--- src/rtl/dvp_tx.sv ---
// DVP (parallel camera-bus) transmitter: turns a valid/ready RGB565 pixel stream
// into vsync / href-gated frames, two bytes per pixel, high byte first.
module dvp_tx #(
  parameter int unsigned H_ACT     = 1280,
  parameter int unsigned V_ACT     = 720,
  parameter int unsigned H_BLANK   = 64,
  parameter int unsigned VS_LINES  = 2,
  parameter int unsigned VBP_LINES = 8,
  parameter int unsigned VFP_LINES = 4
) (
  input  logic        clk,
  input  logic        rst_n,
  input  logic        enable,
  input  logic [15:0] pix_data,
  input  logic        pix_valid,
  output logic        pix_ready,
  output logic        dvp_vsync,
  output logic        dvp_href,
  output logic [7:0]  dvp_data,
  output logic        frame_done,
  output logic        underflow
);

  localparam int unsigned LINE_TOTAL = 2 * H_ACT + H_BLANK;
  localparam int unsigned MAX_A      = (VS_LINES > VBP_LINES) ? VS_LINES : VBP_LINES;
  localparam int unsigned MAX_B      = (V_ACT > VFP_LINES) ? V_ACT : VFP_LINES;
  localparam int unsigned MAX_LINES  = (MAX_A > MAX_B) ? MAX_A : MAX_B;
  localparam int unsigned H_W        = $clog2(LINE_TOTAL);
  localparam int unsigned V_W        = (MAX_LINES > 1) ? $clog2(MAX_LINES) : 1;

  localparam logic [H_W-1:0] H_LAST   = H_W'(LINE_TOTAL - 1);
  localparam logic [H_W-1:0] H_BYTES  = H_W'(2 * H_ACT);
  localparam logic [V_W-1:0] VS_LAST  = V_W'(VS_LINES - 1);
  localparam logic [V_W-1:0] VBP_LAST = (VBP_LINES > 0) ? V_W'(VBP_LINES - 1) : '0;
  localparam logic [V_W-1:0] ACT_LAST = V_W'(V_ACT - 1);
  localparam logic [V_W-1:0] VFP_LAST = (VFP_LINES > 0) ? V_W'(VFP_LINES - 1) : '0;

  typedef enum logic [2:0] {
    IDLE,
    VSYNC,
    VBP,
    ACTIVE,
    VFP
  } state_t;

  state_t         state_q, state_d;
  logic [H_W-1:0] h_cnt_q, h_cnt_d;
  logic [V_W-1:0] v_cnt_q, v_cnt_d;
  logic [15:0]    pix_q, pix_d;
  logic           pix_ready_q, pix_ready_d;
  logic           vsync_q, vsync_d;
  logic           href_q, href_d;
  logic [7:0]     data_q, data_d;
  logic           frame_done_q, frame_done_d;
  logic           underflow_q, underflow_d;

  function automatic logic last_line(input state_t s, input logic [V_W-1:0] v);
    logic r;
    case (s)
      VSYNC:   r = (v == VS_LAST);
      VBP:     r = (v == VBP_LAST);
      ACTIVE:  r = (v == ACT_LAST);
      VFP:     r = (v == VFP_LAST);
      default: r = 1'b1;
    endcase
    return r;
  endfunction

  // True in the cycle immediately before a pixel's high byte is on the bus.
  function automatic logic is_ready(input state_t s, input logic [H_W-1:0] h,
                                    input logic [V_W-1:0] v);
    logic r;
    case (s)
      VSYNC:   r = (VBP_LINES == 0) && (h == H_LAST) && (v == VS_LAST);
      VBP:     r = (h == H_LAST) && (v == VBP_LAST);
      ACTIVE:  r = ((h < (H_BYTES - H_W'(1))) && h[0]) ||
                   ((h == H_LAST) && (v != ACT_LAST));
      default: r = 1'b0;
    endcase
    return r;
  endfunction

  function automatic logic is_frame_end(input state_t s, input logic [H_W-1:0] h,
                                        input logic [V_W-1:0] v);
    logic r;
    if (VFP_LINES != 0) r = (s == VFP) && (h == H_LAST) && (v == VFP_LAST);
    else                r = (s == ACTIVE) && (h == H_LAST) && (v == ACT_LAST);
    return r;
  endfunction

  always_comb begin
    state_d = state_q;
    h_cnt_d = h_cnt_q;
    v_cnt_d = v_cnt_q;
    if (state_q == IDLE) begin
      if (enable) begin
        state_d = VSYNC;
        h_cnt_d = '0;
        v_cnt_d = '0;
      end
    end else if (h_cnt_q != H_LAST) begin
      h_cnt_d = h_cnt_q + H_W'(1);
    end else begin
      h_cnt_d = '0;
      if (!last_line(state_q, v_cnt_q)) begin
        v_cnt_d = v_cnt_q + V_W'(1);
      end else begin
        v_cnt_d = '0;
        case (state_q)
          VSYNC:   state_d = (VBP_LINES != 0) ? VBP : ACTIVE;
          VBP:     state_d = ACTIVE;
          ACTIVE:  state_d = (VFP_LINES != 0) ? VFP : (enable ? VSYNC : IDLE);
          VFP:     state_d = enable ? VSYNC : IDLE;
          default: state_d = IDLE;
        endcase
      end
    end
  end

  // Outputs are registered from the decode of the next position, so each output
  // register always matches the position held in state_q/h_cnt_q/v_cnt_q.
  always_comb begin
    vsync_d      = (state_d == VSYNC);
    href_d       = (state_d == ACTIVE) && (h_cnt_d < H_BYTES);
    pix_ready_d  = is_ready(state_d, h_cnt_d, v_cnt_d);
    frame_done_d = is_frame_end(state_d, h_cnt_d, v_cnt_d);

    pix_d = pix_q;
    if (pix_ready_q) pix_d = pix_valid ? pix_data : '0;

    data_d = '0;
    if (href_d) data_d = h_cnt_d[0] ? pix_q[7:0] : pix_d[15:8];

    underflow_d = underflow_q;
    if ((state_d == VSYNC) && (state_q != VSYNC)) underflow_d = 1'b0;
    else if (pix_ready_q && !pix_valid)           underflow_d = 1'b1;
  end

  always_ff @(posedge clk or negedge rst_n) begin
    if (!rst_n) begin
      state_q      <= IDLE;
      h_cnt_q      <= '0;
      v_cnt_q      <= '0;
      pix_q        <= '0;
      pix_ready_q  <= 1'b0;
      vsync_q      <= 1'b0;
      href_q       <= 1'b0;
      data_q       <= '0;
      frame_done_q <= 1'b0;
      underflow_q  <= 1'b0;
    end else begin
      state_q      <= state_d;
      h_cnt_q      <= h_cnt_d;
      v_cnt_q      <= v_cnt_d;
      pix_q        <= pix_d;
      pix_ready_q  <= pix_ready_d;
      vsync_q      <= vsync_d;
      href_q       <= href_d;
      data_q       <= data_d;
      frame_done_q <= frame_done_d;
      underflow_q  <= underflow_d;
    end
  end

  assign pix_ready  = pix_ready_q;
  assign dvp_vsync  = vsync_q;
  assign dvp_href   = href_q;
  assign dvp_data   = data_q;
  assign frame_done = frame_done_q;
  assign underflow  = underflow_q;

endmodule
--- config.mk ---
export PLATFORM = sky130hd
export DESIGN_NAME = dvp_tx
export DESIGN_NICKNAME = d
export VERILOG_FILES = /design/src/rtl/dvp_tx.sv
export SDC_FILE = /design/constraint.sdc
export NUM_CORES = 1
export LEC_CHECK = 0
export ABC_AREA = 1
export BUFFER_PORTS_ARGS = -buffer_cell sky130_fd_sc_hd__buf_2
export CELL_PAD_IN_SITES_DETAIL_PLACEMENT = 2
export CELL_PAD_IN_SITES_GLOBAL_PLACEMENT = 2
export CORE_MARGIN = 5
export CORE_UTILIZATION = 30
export DETAILED_ROUTE_END_ITERATION = 8
export PLACE_DENSITY = 0.78
export SYNTH_ARGS = -nofsm -noshare
export SYNTH_HDL_FRONTEND = slang
export SYNTH_SLANG_ARGS = --single-unit
--- constraint.sdc ---
create_clock -name clk -period 2 [get_ports clk]
set_clock_uncertainty 0.2 [all_clocks]
set_input_delay 0.3 -clock clk [delete_from_list [all_inputs] [get_ports clk]]
set_output_delay 0.3 -clock clk [all_outputs]
set_load 0.02 [all_outputs]
# --- After elaboration in Yosys (flattened, before gate mapping) ---
# Index checks and enable logic that the tools add are counted.
classes:
  add_sub_neg: 2
  magnitude_cmp: 2
  eq_ne: 18
  mux: 23
  reduce_logical: 12
ops:
  columns: ["op", "count"]
  rows:
  - ["two-way mux 10 bit", 4]
  - ["two-way mux 12 bit", 3]
  - ["two-way mux 16 bit", 2]
  - ["< comparator 12 bit, second input constant", 2]
  - ["== test 10 x 2 -> 1 bit, second input constant", 2]
  - ["== test 10 x 3 -> 1 bit, second input constant", 2]
  - ["two-way mux 8 bit", 2]
  - ["adder 12 x 1 -> 12 bit, second input constant", 1]
  - ["== test 12 bit, second input constant", 1]
  - ["== test 3 x 2 -> 1 bit, second input constant", 4]
  - ["two-way mux 3 bit", 4]
  - ["!= test 12 bit, second input constant", 1]
  - ["case mux 3 bit (4 select lines)", 1]
  - ["adder 10 x 1 -> 10 bit, second input constant", 1]
  - ["== test 10 x 1 -> 1 bit, second input constant", 1]
  - ["== test 10 bit, second input constant", 1]
  - ["!= test 10 bit, second input constant", 1]
  - ["logical AND 1 bit", 8]
  - ["== test 3 x 1 -> 1 bit, second input constant", 2]
  - ["== test 3 bit, second input constant", 2]
  - ["two-way mux 1 bit", 5]
  - ["case mux 1 bit (4 select lines)", 1]
  - ["zero test 3 bit", 1]
  - ["!= test 3 x 1 -> 1 bit, second input constant", 1]
  - ["other kinds (4)", 4]
word_totals:
  reg_bits: 54
  input_bits: 20
  out_inout_bits: 13
  word_cells: 68

# --- Logic depth before layout (Yosys ltp) ---
# Gate-level depths: netlist (run 1).
logic_depth:
  depth_word: 11
  mapped_depth: 19
  ltp_nobuf: 18

# --- Worst setup path before layout (run 1) ---
# OpenSTA, ideal clock, no wires.
synth_path:
  path_type: "reg2reg"
  from: "register h_cnt_q[0]"
  to: "register pix_ready_q (netlist: pix_ready)"
  setup_time_ps: 117
  arrival_time_ps: 1840
  required_time_ps: 1683
  setup_slack_ps: -157
  stages_incl_launch_ff: 18
  path_buffers: 1
  synth_period_minus_slack_ps: 2157
  cell_sequence: "dfrtp_1 > ha_1 > nand2_2 > nor2_2 > nand2_2 > nor2_8 > buf_8 > nand3_2 > nand2_1 > nor2_1 > a21oi_1 > nand2_1 > nor2_1 > nand3_1 > nand2_1 > nand2_1 > nand2_1 > nand2_1"
synth_between:
  elab_chain_len: 7
  word_cells_on_any_way: 20
  cone_classes: "add/sub (1); order compare (1); eq/ne (6); mux (8); reduce/logical (4)"
synth_lines:
  columns: ["element", "line_no", "source"]
  rows:
  - ["start: declaration", "47", "logic [H_W-1:0] h_cnt_q, h_cnt_d;"]
  - ["start signal: assignment", "153", "h_cnt_q <= h_cnt_d;"]
  - ["adder 12 x 1 -> 12 bit / != test 12 bit (equally long branches)", "102, 101", null]
  - ["two-way mux 12 bit / two-way mux 10 bit (equally long branches)", "101", "end else if (h_cnt_q != H_LAST) begin"]
  - ["two-way mux 12 bit / two-way mux 10 bit (equally long branches)", "95", "if (state_q == IDLE) begin"]
  - ["< comparator 12 bit, or another cell as far along", "76", "ACTIVE: r = ((h < (H_BYTES - H_W'(1))) && h[0]) ||"]
  - ["logical AND 1 bit (on tied branches)", "76, 77", null]
  - ["logical OR 1 bit", "76", null]
  - ["case mux 1 bit (2 select lines) (*)", "73", "case (s)"]
  - ["net pix_ready_d", "50", "logic pix_ready_q, pix_ready_d;"]
  - ["end signal: assignment", "156", "pix_ready_q <= pix_ready_d;"]
  - ["end: declaration", "50", null]
# Mark *: on every way through the listed nets, which the timed path passes. The rest lies on a longest branch.
# A chain may end at the register's enable or synchronous reset.

# --- Worst setup path after layout (run 1) ---
layout_path:
  from: "register h_cnt_q[1]"
  to: "register pix_ready_q (netlist: pix_ready)"
layout_between:
  elab_chain_len: 7
  word_cells_on_any_way: 20
  cone_classes: "add/sub (1); order compare (1); eq/ne (6); mux (8); reduce/logical (4)"
layout_lines:
  columns: ["element", "line_no", "source"]
  rows:
  - ["!= test 12 bit (*)", "101", null]
  - ["two-way mux 10 bit (*)", "101", null]
  - ["two-way mux 10 bit (*)", "95", null]
  - ["net v_cnt_d[2]", "48", "logic [V_W-1:0] v_cnt_q, v_cnt_d;"]
  - ["!= test 10 bit", "77", "((h == H_LAST) && (v != ACT_LAST));"]
  - ["logical AND 1 bit", "77", null]
  - ["logical OR 1 bit", "76", null]
  - ["case mux 1 bit (2 select lines) (*)", "73", null]
  - ["net pix_ready_d", "50", null]
# Marked as above.

==> results of run 1 <==
-- flip-flops by register name (all words and copies together) (netlist names) --
signal and count:
pix_q 16, v_cnt_q 10, underflow 1, state_q 3
h_cnt_q 12, dvp_href 1, dvp_data 8, frame_done 1
dvp_vsync 1, pix_ready 1
-- power by group through the flow --
stage / sequential, W / clock [W] / combinational (W)
after floorplan: 0.00120 / 0 / 0.000568
after global placement: 0.00118 / 0 / 0.00112
after detailed placement: 0.00119 / 0 / 0.00121
after CTS: 0.00118 / 0.000733 / 0.00171
after global routing: 0.00121 / 0.000807 / 0.00219
final: 0.00121 / 0.000777 / 0.00212
-- worst paths after layout --
check,from,end,slack (ps)
max,h_cnt_q[1],pix_ready,-960
min,pix_data[8],pix_q[8],4
max reg2reg,h_cnt_q[1],pix_ready,-960
min reg2reg,pix_q[2],pix_q[2],330
max in group asynchronous,rst_n,h_cnt_q[0],670
min in group asynchronous,rst_n,state_q[2],280
-- layout make-up --
| cell class | count | area (µm²) |
|---|---|---|
| clock buffers | 5 | 68.8 |
| clock inverters | 3 | 28.8 |
| fillers | 1125 | 4830 |
| inverters | 51 | 196 |
| multi-input cells | 318 | 2050 |
| flip-flops and latches | 54 | 1350 |
| well taps | 136 | 170 |
| repair buffers | 199 | 1580 |
-- Yosys cell counts (2+ instances only) --
master / count / area [µm²]
nor2_4: 4 / 45.0
buf_6: 3 / 33.8
o21ai_0: 7 / 35.0
nand2_2: 7 / 43.8
dfrtp_1: 54 / 1350
nand3_1: 52 / 260
inv_1: 46 / 173
clkbuf_1: 6 / 22.5
o211ai_1: 8 / 60.1
xor2_1: 3 / 26.3
o21ai_1: 6 / 30.0
a21oi_1: 12 / 60.1
nand4_1: 8 / 50.1
nor2_2: 4 / 25.0
inv_2: 4 / 15.0
ha_1: 2 / 25.0
nand3_2: 3 / 30.0
nor3_1: 3 / 15.0
nor2_1: 46 / 173
nand2_1: 142 / 533
buf_2: 2 / 10.0
-- repair_timing --
item / in CTS / in global routing
gates resized for setup: 85 / 76
setup endpoints to repair: 26 / 38
cloned: 1 / 0
hold buffers: 6 / 0
buffers inserted: 32 / 25
endpoints found under the hold margin: 25 / 0
pin swaps: 23 / 43
-- routing by layer --
metal	part of all wire [%]	GRT usage (%)	up-vias
met1	35	31.4	2176
met5	0	0	-
met3	4.2	4.20	98
met2	53	60.6	189
met4	7.6	18.8	0
li1	-	-	1772
-- stage by stage --
step	instance area, µm²	worst slack (ps)
floorplan	3150	-118
global placement	4220	-405
detailed placement	4220	-603
CTS	4970	-516
global route	5450	-1010
finish	5450	-955
-- logic make-up (layout without fill, tap and decap cells) --
family	after synthesis	count (layout)	share of synthesized area, %
AO/OA/AOI/OAI	39	39	7.73
XOR/XNOR	3	3	0.837
adder cells (fa/ha/maj)	2	2	0.797
buffers and inverters	63	258	8.68
flip-flops	54	54	43.0
AND/OR/NAND/NOR	273	274	38.9
-- placed cells by master (no fill, tap or decap), types with 2 or more instances in the layout --
| cell type | count |
|---|---|
| buf_6 | 17 |
| nand4_1 | 8 |
| nor2_1 | 28 |
| dfrtp_2 | 2 |
| nor2_4 | 12 |
| o21ai_4 | 5 |
| buf_4 | 137 |
| nor2_2 | 14 |
| o21ai_2 | 6 |
| nor3_2 | 2 |
| nand2_4 | 13 |
| nor3_4 | 2 |
| o21ai_0 | 2 |
| nand2_8 | 2 |
| buf_2 | 32 |
| inv_2 | 7 |
| clkinv_4 | 2 |
| inv_1 | 42 |
| nand3_4 | 2 |
| a21oi_2 | 10 |
| nand3_1 | 38 |
| xor2_1 | 2 |
| buf_12 | 6 |
| nand2_1 | 108 |
| dfrtp_1 | 52 |
| dlygate4sd3_1 | 6 |
| nand2_2 | 28 |
| nand3_2 | 15 |
| clkbuf_8 | 5 |
| o211ai_1 | 8 |
-- critical path: cells and delay by family (launching register included) --
kind | cells | cell delay, ps
simple gates | 15 | 1690
flops | 1 | 450
buf+inv | 3 | 330
fa+ha+maj | 1 | 210
==> flow_summary.html, run 1 <==
<table>
<tr><th>Metric</th><th>Value</th></tr>
<tr><th colspan="2">Pwr</th></tr>
<tr><td>Post-layout power</td><td>0.00411 W</td></tr>
<tr><td>Max VDD drop</td><td>0.000448 V</td></tr>
<tr><td>Internal portion of total power</td><td>0.00227 W</td></tr>
<tr><td>Sw frac</td><td>between 40% and 50%</td></tr>
<tr><td>Pwr dens</td><td>roughly 750 nW/µm²</td></tr>
<tr><td>Leakage Power</td><td>2.77 nW</td></tr>
<tr><td>Part of the total power dissipated in combinational logic</td><td>51.7%</td></tr>
<tr><td>Switching power of the nets</td><td>0.00184 W</td></tr>
<tr><td>Portion of total power attributed to the clock network</td><td>between 10% and 20%</td></tr>
<tr><td>Register share of total power</td><td>slightly below 30%</td></tr>
<tr><th colspan="2">Synthesis</th></tr>
<tr><td>Synthesized instance count</td><td>434</td></tr>
<tr><td>Synthesized net count</td><td>456</td></tr>
<tr><td>Post-synthesis average cell area</td><td>about 7.2 µm²</td></tr>
<tr><td>Number of flops mapped to enable cells by yosys</td><td>0</td></tr>
<tr><td>Post-synthesis cell type count</td><td>33</td></tr>
<tr><td>Post-Syn Area</td><td>between 3000 and 4000 µm²</td></tr>
<tr><td>Post-synthesis sequential area ratio</td><td>a little over two fifths</td></tr>
<tr><td>Synthesis Warnings</td><td>0</td></tr>
<tr><td>Register bit count reported by yosys</td><td>54</td></tr>
<tr><td>Leading register cell type out of synthesis</td><td>dfrtp_1</td></tr>
<tr><td>Async SR Flop Fraction</td><td>100%</td></tr>
<tr><th colspan="2">Hold path</th></tr>
<tr><td>Class of the tightest hold or removal check</td><td>input port to flip-flop</td></tr>
<tr><td>Hold Path Depth</td><td>3</td></tr>
<tr><th colspan="2">GRT</th></tr>
<tr><td>Vias in the first global route</td><td>4,794</td></tr>
<tr><td>Global-route wire length before repair</td><td>a little under 30,000 µm</td></tr>
<tr><td>Initial antenna violation count</td><td>0</td></tr>
<tr><td>GRT Residual Overflow</td><td>0</td></tr>
<tr><td>Global routing usage summed across all routing layers</td><td>between 30% and 40%</td></tr>
<tr><td>Pin count of the biggest net entering global routing</td><td>35</td></tr>
<tr><th colspan="2">Critical path</th></tr>
<tr><td>Startpoint type of the worst setup path</td><td>flip-flop</td></tr>
<tr><td>Element type at the critical path end</td><td>flip-flop</td></tr>
<tr><td>Number of cells on the worst reg-to-reg path</td><td>19</td></tr>
<tr><td>Critical Path Fanout Max</td><td>8</td></tr>
<tr><td>Required time reported for the critical path endpoint</td><td>~2100 ps</td></tr>
<tr><td>Worst path cell trace</td><td>ha_4 -&gt; nand2_4 -&gt; nor2_4 -&gt; nand2_4 -&gt; nor2_8 -&gt; buf_12 -&gt; buf_12 -&gt; nand2_1 -&gt; nand2_1 -&gt; nand2_1 -&gt; nor2_1 -&gt; nand2_1 -&gt; nand2_4 -&gt; inv_1 -&gt; nor2_1 -&gt; nand2_1 -&gt; nor2_1 -&gt; nand4_1 -&gt; nand2_1</td></tr>
<tr><td>Slowest cell on crit path</td><td>dfrtp_1</td></tr>
<tr><td>Critical path start-end classification</td><td>flip-flop to flip-flop</td></tr>
<tr><td>Maximum single-stage delay on the critical path</td><td>450 ps</td></tr>
<tr><td>Arrival time at the worst endpoint</td><td>between 3000 and 4000 ps</td></tr>
<tr><td>CP most frequent cell</td><td>nand2_1</td></tr>
<tr><th colspan="2">Job</th></tr>
<tr><td>Max-cap violations</td><td>0</td></tr>
<tr><th colspan="2">CTS</th></tr>
<tr><td>Number of buffers inserted during clock tree synthesis</td><td>5</td></tr>
<tr><td>Clock tree root driver cell</td><td>clkbuf_8</td></tr>
<tr><td>Clk buf depth</td><td>2</td></tr>
<tr><td>Clock Sinks</td><td>54</td></tr>
<tr><td>Max H-tree Level</td><td>2</td></tr>
<tr><td>Clk_lat worst skew</td><td>approximately 370 ps</td></tr>
<tr><td>TritonCTS clock tree</td><td>yes</td></tr>
<tr><td>Clk slew on worst S/H paths</td><td>roughly 150 ps</td></tr>
<tr><th colspan="2">Final layout</th></tr>
<tr><td>Number of diodes added for antenna fixing</td><td>0</td></tr>
<tr><td>Final standard cell count with taps included and fillers excluded</td><td>between 700 and 800</td></tr>
<tr><td>Share of final-layout standard cells stronger than drive strength 1</td><td>a little over half</td></tr>
<tr><td>Relative area change from synthesis to final layout</td><td>73.5%</td></tr>
<tr><td>Final nets</td><td>about 650</td></tr>
<tr><td>Post-Route Utilization</td><td>53.0%</td></tr>
<tr><th colspan="2">STA</th></tr>
<tr><td>Setup ws final</td><td>-955 ps</td></tr>
<tr><td>Minimum clock period</td><td>about 3000 ps</td></tr>
<tr><td>Setup repair after global routing missed its margin</td><td>true</td></tr>
<tr><td>Measured slew at the worst slew-check pin</td><td>around 640 ps</td></tr>
<tr><td>Setup TNS after final layout</td><td>-13,830 ps</td></tr>
<tr><td>Number of max-slew violations in the final report</td><td>0</td></tr>
<tr><td>Number of setup violations in the final report</td><td>35</td></tr>
<tr><td>Final worst-path cycle share</td><td>148%</td></tr>
<tr><td>Worst slew margin relative to its limit</td><td>between 50 and 60%</td></tr>
<tr><td>Fmax</td><td>roughly 0.34 GHz</td></tr>
<tr><td>Hold violation total from the final report</td><td>0</td></tr>
<tr><td>Hold_ws</td><td>about 4.0 ps</td></tr>
<tr><th colspan="2">Outcome</th></tr>
<tr><td>Violations in the final reports</td><td>negative setup slack</td></tr>
<tr><td>Result of the run</td><td>complete, but fails checks</td></tr>
<tr><th colspan="2">Die</th></tr>
<tr><td>Core Rows</td><td>37</td></tr>
<tr><td>Die span in x</td><td>around 110 µm</td></tr>
<tr><td>Die extent in y</td><td>around 110 µm</td></tr>
<tr><td>Ports</td><td>33</td></tr>
<tr><td>Die area</td><td>12,600 µm²</td></tr>
<tr><td>Placeable core region</td><td>slightly above 10,000 µm²</td></tr>
<tr><td>Starting density of the core</td><td>a little under a third</td></tr>
<tr><th colspan="2">Route</th></tr>
<tr><td>Total routed wirelength</td><td>roughly 23,000 µm</td></tr>
<tr><td>Final ANT Viol Nets</td><td>0</td></tr>
<tr><td>DRC Markers</td><td>0</td></tr>
<tr><td>Number of vias per cell</td><td>between 5 and 6</td></tr>
<tr><td>Iteration-0 DRC Markers</td><td>255</td></tr>
<tr><td>Average routed wire per standard cell</td><td>30.6 µm</td></tr>
<tr><td>1st-pass router iterations</td><td>5</td></tr>
<tr><td>Via total after detailed routing</td><td>between 4k and 5k</td></tr>
<tr><th colspan="2">Place</th></tr>
<tr><td>Number of placed instances with taps included</td><td>between 600 and 700</td></tr>
<tr><td>Routability congestion estimate</td><td>around 0.83</td></tr>
<tr><td>HPWL after detailed placement</td><td>around 10,000 µm</td></tr>
<tr><td>Total of buffers placed on input and output ports</td><td>32</td></tr>
</table>
(Power assumes the default switching activity.)
==> inputs of run 2 (changes only) <==
Settings changed: ABC_AREA 1 to unset, CORE_MARGIN 5 to 2, CORE_UTILIZATION 30 to 32.
==> flow_summary.html, run 2 <==
<table>
<tr><th>Metric</th><th>Value</th></tr>
<tr><th colspan="2">Final layout</th></tr>
<tr><td>Fillers</td><td>896 (-20%)</td></tr>
<tr><td>Regs by FF count</td><td>pix_q x16, h_cnt_q x12, v_cnt_q x10</td></tr>
<tr><td>Post-Route Utilization</td><td>56.7% (+3.7 points)</td></tr>
<tr><td>Multi-input gate area in the final layout</td><td>2020 µm² (-1.8%)</td></tr>
<tr><td>Share of final-layout standard cells stronger than drive strength 1</td><td>53.8% (+1.4 points)</td></tr>
<tr><td>Flip-flop count of the largest register, all copies and words added</td><td>16 (unchanged)</td></tr>
<tr><td>Number of diodes added for antenna fixing</td><td>0 (unchanged)</td></tr>
<tr><td>Sequential cell area</td><td>1350 µm² (-0.18%)</td></tr>
<tr><td>Commonest non-fill, non-tap cell in the layout</td><td>buf_4</td></tr>
<tr><td>Final nets</td><td>527 (-19%)</td></tr>
<tr><td>Top library cells by usage in the layout, fill and taps aside</td><td>buf_4, dfrtp_1, buf_6, buf_2, nand2_1</td></tr>
<tr><td>Relative area change from synthesis to final layout</td><td>74.8%</td></tr>
<tr><td>Post-layout instance area</td><td>5160 µm² (-5.2%)</td></tr>
<tr><td>Top reg by flops</td><td>pix_q</td></tr>
<tr><th colspan="2">Hold path</th></tr>
<tr><td>Start point of the worst hold path</td><td>pix_data[6]</td></tr>
<tr><td>Hold Path Depth</td><td>3 (unchanged)</td></tr>
<tr><td>Class of the tightest hold or removal check</td><td>input port to flip-flop</td></tr>
<tr><td>Capture endpoint of the worst hold path</td><td>pix_q[6]</td></tr>
<tr><th colspan="2">Die</th></tr>
<tr><td>Die area</td><td>10,000 µm² (-21%)</td></tr>
<tr><td>Core Rows</td><td>35 (-5.4%)</td></tr>
<tr><td>Starting density of the core</td><td>32.4% (+1.9 points)</td></tr>
<tr><td>Placeable core region</td><td>9110 µm² (-11%)</td></tr>
<tr><td>Die span in x</td><td>100 µm (-11%)</td></tr>
<tr><td>Ports</td><td>33 (unchanged)</td></tr>
<tr><td>Die extent in y</td><td>100 µm (-11%)</td></tr>
<tr><th colspan="2">Route</th></tr>
<tr><td>Iteration-0 DRC Markers</td><td>158 (-38%)</td></tr>
<tr><td>DRC Markers</td><td>0 (unchanged)</td></tr>
<tr><td>1st-pass router iterations</td><td>5 (unchanged)</td></tr>
<tr><td>Number of vias per cell</td><td>5.95 (+7.6%)</td></tr>
<tr><td>Average routed wire per standard cell</td><td>32.9 µm (+7.5%)</td></tr>
<tr><td>Total routed wirelength</td><td>20,300 µm (-13%)</td></tr>
<tr><td>Via total after detailed routing</td><td>3,672 (-13%)</td></tr>
<tr><td>Final ANT Viol Nets</td><td>0 (unchanged)</td></tr>
<tr><th colspan="2">STA</th></tr>
<tr><td>Setup repair after global routing missed its margin</td><td>true</td></tr>
<tr><td>Setup ws final</td><td>-1710 ps (-752 ps)</td></tr>
<tr><td>Number of setup violations in the final report</td><td>36 (+2.9%)</td></tr>
<tr><td>Number of max-slew violations in the final report</td><td>0 (unchanged)</td></tr>
<tr><td>Minimum clock period</td><td>3710 ps (+752 ps)</td></tr>
<tr><td>Worst slew margin relative to its limit</td><td>33.1% (-24 points)</td></tr>
<tr><td>Measured slew at the worst slew-check pin</td><td>995 ps (+355 ps)</td></tr>
<tr><td>Fmax</td><td>0.270 GHz (-20%)</td></tr>
<tr><td>Hold violation total from the final report</td><td>0 (unchanged)</td></tr>
<tr><td>Final worst-path cycle share</td><td>185% (+38 points)</td></tr>
<tr><th colspan="2">CTS</th></tr>
<tr><td>Max H-tree Level</td><td>2 (unchanged)</td></tr>
<tr><td>Clk_lat worst skew</td><td>350 ps (-20 ps)</td></tr>
<tr><td>Number of buffers inserted during clock tree synthesis</td><td>5 (unchanged)</td></tr>
<tr><td>Clock tree root driver cell</td><td>clkbuf_8</td></tr>
<tr><td>Clk buf depth</td><td>2 (unchanged)</td></tr>
<tr><td>Clock Sinks</td><td>54 (unchanged)</td></tr>
<tr><td>TritonCTS clock tree</td><td>yes</td></tr>
<tr><td>Clk slew on worst S/H paths</td><td>150 ps (about the same)</td></tr>
<tr><th colspan="2">Synthesis</th></tr>
<tr><td>Async SR Flop Fraction</td><td>100% (unchanged)</td></tr>
<tr><td>Most instantiated cells after synthesis</td><td>dfrtp_1, nand2_1, o21ai_0, nor2_1, inv_1</td></tr>
<tr><td>Post-Syn Area</td><td>2950 µm² (-5.9%)</td></tr>
<tr><td>Post-synthesis average cell area</td><td>8.69 µm² (+20%)</td></tr>
<tr><td>Register bit count reported by yosys</td><td>54 (unchanged)</td></tr>
<tr><td>Biggest area consumer among synthesized cells</td><td>dfrtp_1</td></tr>
<tr><td>Post-synthesis cell type count</td><td>57 (+73%)</td></tr>
<tr><td>Synthesized net count</td><td>362 (-21%)</td></tr>
<tr><td>Top-area cell type share of the netlist area</td><td>45.7% (+2.7 points)</td></tr>
<tr><td>Synthesis Warnings</td><td>0 (unchanged)</td></tr>
<tr><td>Cell with the most instances after synthesis</td><td>dfrtp_1</td></tr>
<tr><td>Synthesized instance count</td><td>340 (-22%)</td></tr>
<tr><td>Post-synthesis sequential area ratio</td><td>45.7% (+2.7 points)</td></tr>
<tr><td>Leading register cell type out of synthesis</td><td>dfrtp_1</td></tr>
<tr><td>Number of flops mapped to enable cells by yosys</td><td>0 (unchanged)</td></tr>
<tr><td>Top cells by area, synth</td><td>dfrtp_1, o21ai_0, nand2_1</td></tr>
<tr><th colspan="2">Place</th></tr>
<tr><td>Total of buffers placed on input and output ports</td><td>32 (unchanged)</td></tr>
<tr><td>HPWL after detailed placement</td><td>8820 µm (-12%)</td></tr>
<tr><td>Routability congestion estimate</td><td>0.859 (+4.1%)</td></tr>
<tr><td>Total cell area at the placement stage</td><td>3910 µm² (-7.2%)</td></tr>
<tr><td>Worst setup slack after placement</td><td>-1230 ps (-629 ps)</td></tr>
<tr><th colspan="2">GRT</th></tr>
<tr><td>Global routing usage summed across all routing layers</td><td>32.8% (+1.5 points)</td></tr>
<tr><td>Global-route met3 utilization</td><td>4.60% (+0.39 points)</td></tr>
<tr><td>Initial antenna violation count</td><td>0 (unchanged)</td></tr>
<tr><td>Pin count of the biggest net entering global routing</td><td>55 (+57%)</td></tr>
<tr><td>Vias in the first global route</td><td>4,053 (-15%)</td></tr>
<tr><td>Global-route track usage on met1</td><td>34.4% (+3.0 points)</td></tr>
<tr><td>Most Crowded Layer GR</td><td>met2</td></tr>
<tr><td>Global-route wire length before repair</td><td>24,200 µm (-18%)</td></tr>
<tr><td>Met2 track utilization from global routing</td><td>62.2% (+1.6 points)</td></tr>
<tr><td>GRT Residual Overflow</td><td>0 (unchanged)</td></tr>
<tr><th colspan="2">Outcome</th></tr>
<tr><td>Violations in the final reports</td><td>negative setup slack</td></tr>
<tr><td>Result of the run</td><td>complete, but fails checks</td></tr>
<tr><th colspan="2">Pwr</th></tr>
<tr><td>Leakage Power</td><td>2.39 nW (-14%)</td></tr>
<tr><td>Pwr dens</td><td>696 nW/µm² (-7.6%)</td></tr>
<tr><td>Max VDD drop</td><td>0.000359 V (-20%)</td></tr>
<tr><th colspan="2">Critical path</th></tr>
<tr><td>Arrival time at the worst endpoint</td><td>3740 ps (+700 ps)</td></tr>
<tr><td>Setup slack, reg-to-reg</td><td>-1710 ps (-750 ps)</td></tr>
<tr><td>Worst path cell trace</td><td>buf_4 -&gt; buf_4 -&gt; nand3_1 -&gt; nor4_1 -&gt; a31oi_4 -&gt; a31oi_4 -&gt; nand4_1 -&gt; nor2_1 -&gt; nand4_1 -&gt; o41ai_2</td></tr>
<tr><td>Critical path start-end classification</td><td>flip-flop to flip-flop</td></tr>
<tr><td>Required time reported for the critical path endpoint</td><td>2030 ps (-50 ps)</td></tr>
<tr><td>Slowest cell on crit path</td><td>nor4_1</td></tr>
<tr><td>Critical Path Fanout Max</td><td>4 (-4)</td></tr>
<tr><td>Startpoint type of the worst setup path</td><td>flip-flop</td></tr>
<tr><td>Number of cells on the worst reg-to-reg path</td><td>10 (-9)</td></tr>
<tr><td>Capturing point of the worst reg2reg path</td><td>pix_ready</td></tr>
<tr><td>Launch instance of the worst register-to-register path</td><td>h_cnt_q[1]</td></tr>
<tr><td>Element type at the critical path end</td><td>flip-flop</td></tr>
<tr><td>Maximum single-stage delay on the critical path</td><td>910 ps (+460 ps)</td></tr>
<tr><th colspan="2">Job</th></tr>
<tr><td>Max-cap violations</td><td>0 (unchanged)</td></tr>
</table>
==> run 2: metal layers <==
| layer | up-vias | wire (µm) |
|---|---|---|
| met4 | 0 | 1670 |
| met3 | 99 | 865 |
| met5 | - | 0 |
| met2 | 160 | 10500 |
| met1 | 1886 | 7280 |
| li1 | 1527 | - |
==> run 2: worst max path at each step <==
stage,startpoint,slack [ps],endpoint,cells after the start
2_1_floorplan,h_cnt_q[6],-850,pix_ready,11
3_5_place_dp,h_cnt_q[6],-1230,pix_ready,10
5_1_grt,h_cnt_q[1],-1670,pix_ready,10
6_report,h_cnt_q[1],-1710,pix_ready,10
3_3_place_gp,h_cnt_q[6],-960,pix_ready,10
4_1_cts,h_cnt_q[8],-1210,frame_done,12
==> run 2: final cells by class <==
cell class | instances | share of cell area [%]
multi-input cells | 240 | 39.1
repair buffers | 176 | 28.1
flip-flops and latches | 54 | 26.2
well taps | 111 | 2.69
inverters | 28 | 2.08
clock buffers | 5 | 1.33
clock inverters | 3 | 0.557
==> run 2: worst max-delay path: cells and delay by family (launching register included) <==
kind            cells  cell delay, ps
simple gates        5            1800
flops               1             460
compound gates      3             890
buf+inv             2             260
==> run 2: repair_timing <==
| item | CTS | global route |
|---|---|---|
| buffers inserted | 22 | 27 |
| endpoints found under the hold margin | 59 | 0 |
| cloned | 1 | 1 |
| gates resized for setup | 88 | 76 |
| pin swaps | 30 | 38 |
| endpoints found under the setup margin | 38 | 38 |
| hold buffers | 6 | 0 |
==> run 2: kinds of logic after synthesis <==
kind of cell | Yosys count | share of synthesized area, %
adder cells (fa/ha/maj) | 2 | 0.847
multiplexers | 2 | 0.678
buffers and inverters | 46 | 6.52
XOR/XNOR | 7 | 2.08
flip-flops | 54 | 45.7
AND/OR/NAND/NOR | 148 | 27.1
AO/OA/AOI/OAI | 81 | 17.1
==> run 2: metrics by stage <==
step	TNS (ps)	std cells	total power (W)	hold WS [ps]
floorplan	-12580	340	0.00170	-196
global placement	-16890	558	0.00208	129
detailed placement	-20260	558	0.00216	133
CTS	-21000	594	0.00305	2.81
global route	-32200	617	0.00369	40.8
finish	-31440	617	0.00359	35.5
==> run 2: power breakdown <==
group / total [W] / internal (W) / switching (W)
combinational: 0.00157 / 0.000666 / 0.000900
sequential: 0.00126 / 0.00117 / 0.0000929
clock: 0.000769 / 0.000265 / 0.000503
total: 0.00359 / 0.00210 / 0.00150
==> inputs of run 3 (changes only) <==
Settings changed: ABC_AREA set to 1, CORE_UTILIZATION 32 to 30.
==> flow_summary.html, run 3 (synthesis results as in run 1) <==
<table>
<tr><th>Metric</th><th>Value</th></tr>
<tr><th colspan="2">Final layout</th></tr>
<tr><td>Share of final-layout standard cells stronger than drive strength 1</td><td>48.8% (-5.0 points)</td></tr>
<tr><td>Flip-flop count of the largest register, all copies and words added</td><td>16 (unchanged)</td></tr>
<tr><td>Final nets</td><td>626 (+19%)</td></tr>
<tr><td>Multi-input gate area in the final layout</td><td>1980 µm² (-1.7%)</td></tr>
<tr><td>Post-layout instance area</td><td>5180 µm² (+0.34%)</td></tr>
<tr><td>Fillers</td><td>1,122 (+25%)</td></tr>
<tr><td>Relative area change from synthesis to final layout</td><td>64.9%</td></tr>
<tr><td>Regs by FF count</td><td>pix_q x16, h_cnt_q x12, v_cnt_q x10</td></tr>
<tr><td>Commonest non-fill, non-tap cell in the layout</td><td>buf_4</td></tr>
<tr><td>Number of diodes added for antenna fixing</td><td>0 (unchanged)</td></tr>
<tr><td>Sequential cell area</td><td>1350 µm² (about the same)</td></tr>
<tr><td>Top library cells by usage in the layout, fill and taps aside</td><td>buf_4, nand2_1, dfrtp_1, nand3_1, inv_1</td></tr>
<tr><td>Final standard cell count with taps included and fillers excluded</td><td>741 (+20%)</td></tr>
<tr><td>Top reg by flops</td><td>pix_q</td></tr>
<tr><th colspan="2">Critical path</th></tr>
<tr><td>Cell class contributing the biggest share of worst-path delay</td><td>simple AND/OR/NAND/NOR gates</td></tr>
<tr><td>Element type at the critical path end</td><td>flip-flop</td></tr>
<tr><td>Crit. Startpoint</td><td>h_cnt_q[0]</td></tr>
<tr><td>Slowest cell on crit path</td><td>dfrtp_1</td></tr>
<tr><td>Critical Path Fanout Max</td><td>6 (+2)</td></tr>
<tr><td>Maximum single-stage delay on the critical path</td><td>450 ps (-460 ps)</td></tr>
<tr><td>Critical path start-end classification</td><td>flip-flop to flip-flop</td></tr>
<tr><td>Launch instance of the worst register-to-register path</td><td>h_cnt_q[0]</td></tr>
<tr><td>Required time reported for the critical path endpoint</td><td>2080 ps (+50 ps)</td></tr>
<tr><td>Worst Setup EP</td><td>frame_done</td></tr>
<tr><td>Buffer and inverter count on the worst path</td><td>4 (+2)</td></tr>
<tr><td>Startpoint type of the worst setup path</td><td>flip-flop</td></tr>
<tr><td>Crit. path cell count</td><td>16 (+6)</td></tr>
<tr><td>Setup slack, reg-to-reg</td><td>-850 ps (+860 ps)</td></tr>
<tr><td>Worst path cell trace</td><td>ha_4 -&gt; nand2_4 -&gt; nor2_4 -&gt; nand2_4 -&gt; nor2_8 -&gt; clkbuf_16 -&gt; buf_6 -&gt; nand4_1 -&gt; nand3_2 -&gt; nor2_4 -&gt; nor2_2 -&gt; buf_4 -&gt; inv_4 -&gt; nor2_2 -&gt; nand4_1 -&gt; nor2_2</td></tr>
<tr><td>CP most frequent cell</td><td>nor2_2</td></tr>
<tr><td>Capturing point of the worst reg2reg path</td><td>frame_done</td></tr>
<tr><td>Arrival time at the worst endpoint</td><td>2920 ps (-820 ps)</td></tr>
<tr><td>Number of cells on the worst reg-to-reg path</td><td>16 (+6)</td></tr>
<tr><th colspan="2">Job</th></tr>
<tr><td>Max-cap violations</td><td>0 (unchanged)</td></tr>
<tr><th colspan="2">STA</th></tr>
<tr><td>Setup ws final</td><td>-846 ps (+861 ps)</td></tr>
<tr><td>Fmax</td><td>0.351 GHz (+30%)</td></tr>
<tr><td>Final worst-path cycle share</td><td>142% (-43 points)</td></tr>
<tr><td>Hold violation total from the final report</td><td>0 (unchanged)</td></tr>
<tr><td>Setup repair after global routing missed its margin</td><td>true</td></tr>
<tr><td>Number of max-slew violations in the final report</td><td>0 (unchanged)</td></tr>
<tr><td>Number of setup violations in the final report</td><td>34 (-5.6%)</td></tr>
<tr><td>Worst slew margin relative to its limit</td><td>58.0% (+25 points)</td></tr>
<tr><td>Minimum clock period</td><td>2850 ps (-861 ps)</td></tr>
<tr><td>Measured slew at the worst slew-check pin</td><td>627 ps (-368 ps)</td></tr>
<tr><th colspan="2">Outcome</th></tr>
<tr><td>Result of the run</td><td>complete, but fails checks</td></tr>
<tr><td>Violations in the final reports</td><td>negative setup slack</td></tr>
<tr><th colspan="2">CTS</th></tr>
<tr><td>Clock Sinks</td><td>54 (unchanged)</td></tr>
<tr><td>Number of buffers inserted during clock tree synthesis</td><td>5 (unchanged)</td></tr>
<tr><td>Clk_lat worst skew</td><td>350 ps (about the same)</td></tr>
<tr><td>Clk buf depth</td><td>2 (unchanged)</td></tr>
<tr><td>Max H-tree Level</td><td>2 (unchanged)</td></tr>
<tr><td>Clk slew on worst S/H paths</td><td>130 ps (-20 ps)</td></tr>
<tr><td>TritonCTS clock tree</td><td>yes</td></tr>
<tr><td>Clock tree root driver cell</td><td>clkbuf_8</td></tr>
<tr><th colspan="2">Place</th></tr>
<tr><td>Total of buffers placed on input and output ports</td><td>32 (unchanged)</td></tr>
<tr><td>HPWL after detailed placement</td><td>10,300 µm (+17%)</td></tr>
<tr><td>Number of placed instances with taps included</td><td>694 (+24%)</td></tr>
<tr><td>Routability congestion estimate</td><td>0.847 (-1.4%)</td></tr>
<tr><td>Total cell area at the placement stage</td><td>4200 µm² (+7.4%)</td></tr>
<tr><th colspan="2">GRT</th></tr>
<tr><td>Global routing usage summed across all routing layers</td><td>29.8% (-3.0 points)</td></tr>
<tr><td>GRT Residual Overflow</td><td>0 (unchanged)</td></tr>
<tr><td>Pin count of the biggest net entering global routing</td><td>55 (unchanged)</td></tr>
<tr><td>Vias in the first global route</td><td>4,493 (+11%)</td></tr>
<tr><td>Global-route wire length before repair</td><td>25,400 µm (+5.3%)</td></tr>
<tr><td>Initial antenna violation count</td><td>0 (unchanged)</td></tr>
<tr><th colspan="2">Pwr</th></tr>
<tr><td>Max VDD drop</td><td>0.000450 V (+25%)</td></tr>
<tr><td>Leakage Power</td><td>2.59 nW (+8.1%)</td></tr>
<tr><td>Pwr dens</td><td>746 nW/µm² (+7.1%)</td></tr>
<tr><th colspan="2">Route</th></tr>
<tr><td>Iteration-0 DRC Markers</td><td>170 (+7.6%)</td></tr>
<tr><td>Via total after detailed routing</td><td>4,008 (+9.2%)</td></tr>
<tr><td>Average routed wire per standard cell</td><td>28.1 µm (-15%)</td></tr>
<tr><td>Total routed wirelength</td><td>20,800 µm (+2.5%)</td></tr>
<tr><td>Number of vias per cell</td><td>5.41 (-9.1%)</td></tr>
<tr><td>Final ANT Viol Nets</td><td>0 (unchanged)</td></tr>
<tr><td>DRC Markers</td><td>0 (unchanged)</td></tr>
<tr><td>1st-pass router iterations</td><td>6 (+1)</td></tr>
<tr><th colspan="2">Die</th></tr>
<tr><td>Starting density of the core</td><td>30.7% (-1.7 points)</td></tr>
<tr><td>Core Rows</td><td>37 (+5.7%)</td></tr>
<tr><td>Die extent in y</td><td>106 µm (+6.2%)</td></tr>
<tr><td>Die area</td><td>11,300 µm² (+13%)</td></tr>
<tr><td>Placeable core region</td><td>10,200 µm² (+12%)</td></tr>
<tr><td>Die span in x</td><td>106 µm (+6.2%)</td></tr>
<tr><td>Ports</td><td>33 (unchanged)</td></tr>
<tr><th colspan="2">Hold path</th></tr>
<tr><td>Class of the tightest hold or removal check</td><td>input port to flip-flop</td></tr>
</table>
==> run 3: through the flow <==
| step | power (W) | utilization [%] | hold WS, ps | setup TNS (ps) | setup WS, ps |
|---|---|---|---|---|---|
| after global routing | 0.00397 | 50.6 | 16.1 | -12310 | -938 |
| after floorplan | 0.00177 | - | -196 | -139 | -118 |
| after CTS | 0.00337 | 45.4 | 1.97 | -5970 | -590 |
| after global placement | 0.00230 | 41.1 | 122 | -3730 | -504 |
| after detailed placement | 0.00241 | 41.1 | 122 | -8130 | -708 |
| final | 0.00386 | 50.6 | 5.96 | -10640 | -846 |
==> run 3: power by group <==
| group | leakage [nW] | switching, W | total [W] | internal [W] |
|---|---|---|---|---|
| clock network | 0.0506 | 0.000502 | 0.000767 | 0.000265 |
| logic | 1.87 | 0.00115 | 0.00190 | 0.000749 |
| registers | 0.663 | 0.0000554 | 0.00119 | 0.00114 |
==> run 3: tightest hold or removal path, stage by stage <==
cell and delay [ps]:
buf_2 90, nand3_1 80, nand2_1 60
==> run 3: area by class of cell <==
type	count	share of cell area [%]
sequential	54	26.1
multi-input combinational	318	38.3
clock buffer	5	1.33
inverter	51	3.89
tap	136	3.29
clock inverter	3	0.556
timing repair buffer	174	26.6
==> run 3: worst min path at each step <==
stage                             end         from  cells past startpoint
after floorplan           dvp_data[0]        rst_n                      0
after global placement     h_cnt_q[9]        rst_n                      2
after detailed placement  h_cnt_q[11]        rst_n                      2
after CTS                    pix_q[1]  pix_data[1]                      3
after global routing         pix_q[5]  pix_data[5]                      3
final                        pix_q[6]  pix_data[6]                      3
==> run 3: timing repair <==
item,in CTS,in global routing
cloned,0,2
setup buffers,12,22
endpoints found under the hold margin,59,0
resized for setup,49,99
pin swaps,18,34
endpoints found under the setup margin,33,32
hold buffers,6,0
==> run 3: routing by layer <==
layer	up-vias	global-route usage (%)	part of all wire (%)
met3	86	3.92	3.4
met2	136	57.3	53
met4	0	12.6	6.7
met1	2063	32.4	37
met5	-	0	0
li1	1723	-	-
